==> config.mk <==
export PLATFORM = sky130hd
export DESIGN_NAME = imem_responder
export DESIGN_NICKNAME = d
export VERILOG_FILES = /design/src/rtl/imem_responder.sv
export SDC_FILE = /design/constraint.sdc
export NUM_CORES = 2
export LEC_CHECK = 0
export ABC_AREA = 1
export BUFFER_PORTS_ARGS = -buffer_cell sky130_fd_sc_hd__buf_2
export CAP_MARGIN = 30
export CORE_ASPECT_RATIO = 0.6
export CORE_MARGIN = 5
export CORE_UTILIZATION = 27
export DETAILED_ROUTE_END_ITERATION = 7
export PLACE_DENSITY_LB_ADDON = 0.1
export SYNTH_ARGS = -nofsm -noshare
export SYNTH_HDL_FRONTEND = slang
export SYNTH_SLANG_ARGS = --single-unit
==> constraint.sdc <==
create_clock -name clk -period 2.3 [get_ports clk]
set_input_delay 0.115 -clock clk [delete_from_list [all_inputs] [get_ports clk]]
set_output_delay 0.115 -clock clk [all_outputs]
set_load 0.05 [all_outputs]
==> src/rtl/imem_responder.sv <==
// imem_responder: word-addressed instruction memory with a 2-deep in-order response FIFO.
module imem_responder #(
    parameter int DEPTH_WORDS = 64,
    parameter logic [31:0] NOP_WORD = 32'h0000_0000,
    localparam int AW = $clog2(DEPTH_WORDS)
) (
    input  logic          clk,
    input  logic          reset,
    input  logic          req_valid,
    input  logic [31:0]   req_addr,
    output logic          req_ready,
    output logic          resp_valid,
    output logic [31:0]   resp_data,
    output logic          resp_err,
    input  logic          resp_ready,
    input  logic          load_en,
    input  logic [AW-1:0] load_addr,
    input  logic [31:0]   load_data,
    output logic [7:0]    err_count
);
    logic [31:0] mem [DEPTH_WORDS];
    logic [31:0] d0, d1, new_data;
    logic        e0, e1, new_err, live, push, pop;
    logic [1:0]  count;

    // live keeps req_ready low until the first edge after reset releases
    assign req_ready  = live && count != 2'd2;
    assign resp_valid = count != 2'd0;
    assign resp_data  = resp_valid ? d0 : NOP_WORD;
    assign resp_err   = resp_valid && e0;
    assign push       = req_valid && req_ready;
    assign pop        = resp_valid && resp_ready;
    assign new_err    = req_addr[1:0] != 2'b00 || req_addr[31:2] >= 30'(DEPTH_WORDS);
    assign new_data   = new_err ? NOP_WORD : mem[req_addr[AW+1:2]];

    always_ff @(posedge clk)
        if (load_en) mem[load_addr] <= load_data;

    // d0 is the head; it only moves on a pop or while empty, so it stays stable under backpressure
    always_ff @(posedge clk or negedge reset)
        if (!reset) begin
            live      <= 1'b0;
            count     <= 2'd0;
            d0        <= NOP_WORD;
            d1        <= NOP_WORD;
            e0        <= 1'b0;
            e1        <= 1'b0;
            err_count <= 8'd0;
        end else begin
            live  <= 1'b1;
            count <= count + 2'(push) - 2'(pop);
            if (pop || count == 2'd0) begin
                d0 <= count == 2'd2 ? d1 : new_data;
                e0 <= count == 2'd2 ? e1 : new_err;
            end
            if (count == 2'd1) begin
                d1 <= new_data;
                e1 <= new_err;
            end
            if (push && new_err && err_count != 8'hFF) err_count <= err_count + 8'd1;
        end
endmodule

==> flow_metrics.tcl <==
set metrics [dict create \
    antenna_found_initial 19 \
    maxCapViolCount 0 \
    yosys-top-cells-area "edfxtp_1 72%, nand3_1 12%, nand2_1 9.8%" \
    cp_slowest_cell "dfrtp_1" \
    startpoint "d0[12]$_DFFE_PN0P_" \
    post_cts_buffers 0 \
    synth.distinct_cells 29 \
    wl_per_cell_um 26.4 \
    crit_type "register to output port" \
    slew-limit-headroom_pct 36.7 \
    cp-end-kind "output port" \
    power.density_nw_per_um2 851 \
    finalWorstSetupSlack_ns 0.0358 \
    die-area_um2 329000 \
    placed_cells 11569 \
    regArea_um2 63400 \
    worst_pin_slew_ns 0.947 \
    num_rows 160 \
    first_pass_iters 5 \
    rsz0062_at_grt "no" \
    fin_nets 7709 \
    netlist.area_leader.share_pct 71.8 \
    min_path_type "primary input to register" \
    place_congestion 0.782 \
    dieWidth_um 737 \
    h-tree-depth 4 \
    period_needed_ns 2.26 \
    synth_seq_area_share_pct 74.1 \
    crit_arrival_ns 2.15 \
    clk_pin_slew_worst_paths_ns 0.07 \
    required_ns 2.18 \
    final_cell_area_um2 104000 \
    syn_avg_cell_area_um2 12.0 \
    stdcell_count 12020 \
    crit_chain "inv_1 -> nor2_1 -> buf_2" \
    vdd_drop_max_mv 0.703 \
    cts_buffers 215 \
    synth.ff_latch_count 2125 \
    preCtsSetupSlack_ns -0.169 \
    multi_input_area_um2 20200 \
    yosys_warnings 0 \
    setup_violations 0 \
    fin_crit_sh_pct 98.4 \
    drive_above_1_share_pct 13.2 \
    cts_max_path_buffers 4 \
    viasPerCell 4.84 \
    ant_nets 0 \
    drc 0 \
    slew_violations 0 \
    grt_overflow 0 \
    total_leakage_power_nw 36.6 \
    portBuffers 117 \
    area_growth_pct 21.1 \
    grt_max_degree 81 \
    crit_family "buffers and inverters" \
    cts_tree "built" \
    nFillCells 31514 \
    path_buf_inv 2 \
    critPathMaxFanout 2 \
    finalSetupTns_ns 0 \
    grt_pass1_vias 55953 \
    outcome "finished, final reports clean" \
    coreArea_um2 316000 \
    synth_fp_nets 7242 \
    final-hold-violation-count 0 \
    dr.first_iter.drc_count 5396 \
    r2r_start "mem[59][27]$_DFFE_PP_" \
    grt_usage_pct 18.9 \
    cts.sinks 2125 \
    cpPeakStageDelay_ns 0.48 \
    io_pins 118 \
    die_y_um 446 \
    fmax_ghz 0.442 \
    start_kind "register" \
    dp_hpwl_um 193000 \
    clk-insertion-delay-late_ns 0.89 \
    cts-root-buf "clkbuf_16" \
    postPlaceCellArea_um2 96500 \
    hp-start "req_addr[27]" \
    synth_area_leader_cell "edfxtp_1" \
    grt_pass1_wl_um 446000 \
    dr_total_vias 58186 \
    synthCells 7164 \
    routed_wl_um 317000 \
    start_util_pct 27.1 \
    synth_area_um2 85600 \
    total_power_w 0.0882 \
    finClkSkew_ns 0.0335 \
]
-- metrics by stage --
| stage | hold WS [ns] | util [%] |
|---|---|---|
| after floorplan | -0.181 | - |
| after global placement | 0.0672 | 30.5 |
| after detailed placement | 0.0669 | 30.5 |
| after CTS | 0.00332 | 32.8 |
| after global routing | 0.0428 | 32.8 |
| final | 0.0698 | 32.8 |
-- synthesized netlist by cell type --
cell type / number
nand3b_1: 1
a21oi_1: 9
inv_2: 3
inv_4: 1
conb_1: 1
or2_2: 2
nand2_1: 2243
buf_1: 66
nand4_1: 12
nand3_1: 2003
buf_2: 242
xor2_1: 3
ha_1: 3
nor2_1: 174
nor3b_1: 2
xnor2_1: 5
clkinv_1: 1
nand3_2: 1
clkbuf_1: 102
o21ai_1: 32
inv_1: 54
nor4_1: 10
nor3_1: 1
dfrtp_1: 77
buf_6: 13
edfxtp_1: 2048
buf_8: 1
o21ai_0: 6
buf_4: 48
-- what timing repair did --
action,in CTS,in global routing
gates resized for setup,6,15
endpoints found under the hold margin,2048,0
setup endpoints to repair,34,5
hold buffers,57,0
pin swaps,0,1
-- flip-flops by register name (all words and copies together) (netlist names) --
name / flops
mem: 2048
d0: 32
d1: 32
err_count: 8
count: 2
e0: 1
e1: 1
live: 1
-- layer usage --
layer / GRT usage [%] / part of all wire (%) / up-vias
met2: 26.7 / 41 / 1624
met1: 30.3 / 52 / 29814
li1: - / - / 26440
met3: 3.22 / 6.0 / 306
met4: 2.79 / 1.4 / 2
met5: 0 / 0.0041 / -
-- kinds of logic (layout without fill, tap and decap cells) --
logic type                 count (synthesis)  in the layout  share of synthesized area, %
DFF                                     2125           2125                          74.1
buffers and inverters                    531           1169                          3.02
AOI/OAI and AO/OA                         47             47                         0.275
adders and majority gates                  3              3                        0.0438
xor gates and xnor gates                   8              8                        0.0818
other                                      1              7                       0.00438
and+or+nand+nor                         4449           4449                          22.5
-- layout make-up --
class / count / area share [%]
Clock inverter: 86 / 0.588
Sequential cell: 2125 / 61.2
Tap cell: 4212 / 5.08
Multi-Input combinational cell: 4508 / 19.5
Clock buffer: 302 / 5.70
Timing Repair Buffer: 722 / 7.67
Inverter: 59 / 0.268
Antenna cell: 6 / 0.0145
-- worst paths after layout --
| check | to | slack (ns) | cells past startpoint |
|---|---|---|---|
| setup / recovery | resp_data[12] | 0.04 | 3 |
| min in group asynchronous | d0[26]$_DFFE_PN0P_ | 0.39 | 4 |
| hold / removal | d1[19]$_DFFE_PN0N_ | 0.07 | 8 |
| max in group asynchronous | d0[17]$_DFFE_PN0P_ | 1.52 | 4 |
| setup reg to reg | d0[27]$_DFFE_PN0P_ | 0.22 | 12 |
| hold reg to reg | d0[28]$_DFFE_PN0P_ | 0.48 | 2 |
-- layout by cell type, fill, tap and decap left out, drive strengths merged, types with 12 or more instances in the layout --
| master | count |
|---|---|
| nor2 | 174 |
| edfxtp | 2048 |
| nand2 | 2243 |
| buf | 664 |
| clkinvlp | 12 |
| clkinv | 71 |
| o21ai | 38 |
| dfrtp | 77 |
| nand3 | 2004 |
| nand4 | 12 |
| clkbuf | 304 |
| inv | 54 |
| dlygate4sd3 | 56 |
-- worst reg2reg max path: cells and delay by family, from the launching register on --
kind	cells	cell delay, ns
buffers and inverters	2	0.32
and+or+nand+nor	10	1.29
DFF	1	0.36
-- report_power, final --
group	internal [W]	switching [W]
registers	0.0430	0.000638
clock network	0.0187	0.0154
logic	0.00285	0.00755
total	0.0646	0.0236
Note: power is estimated with default switching activity, not from simulation.
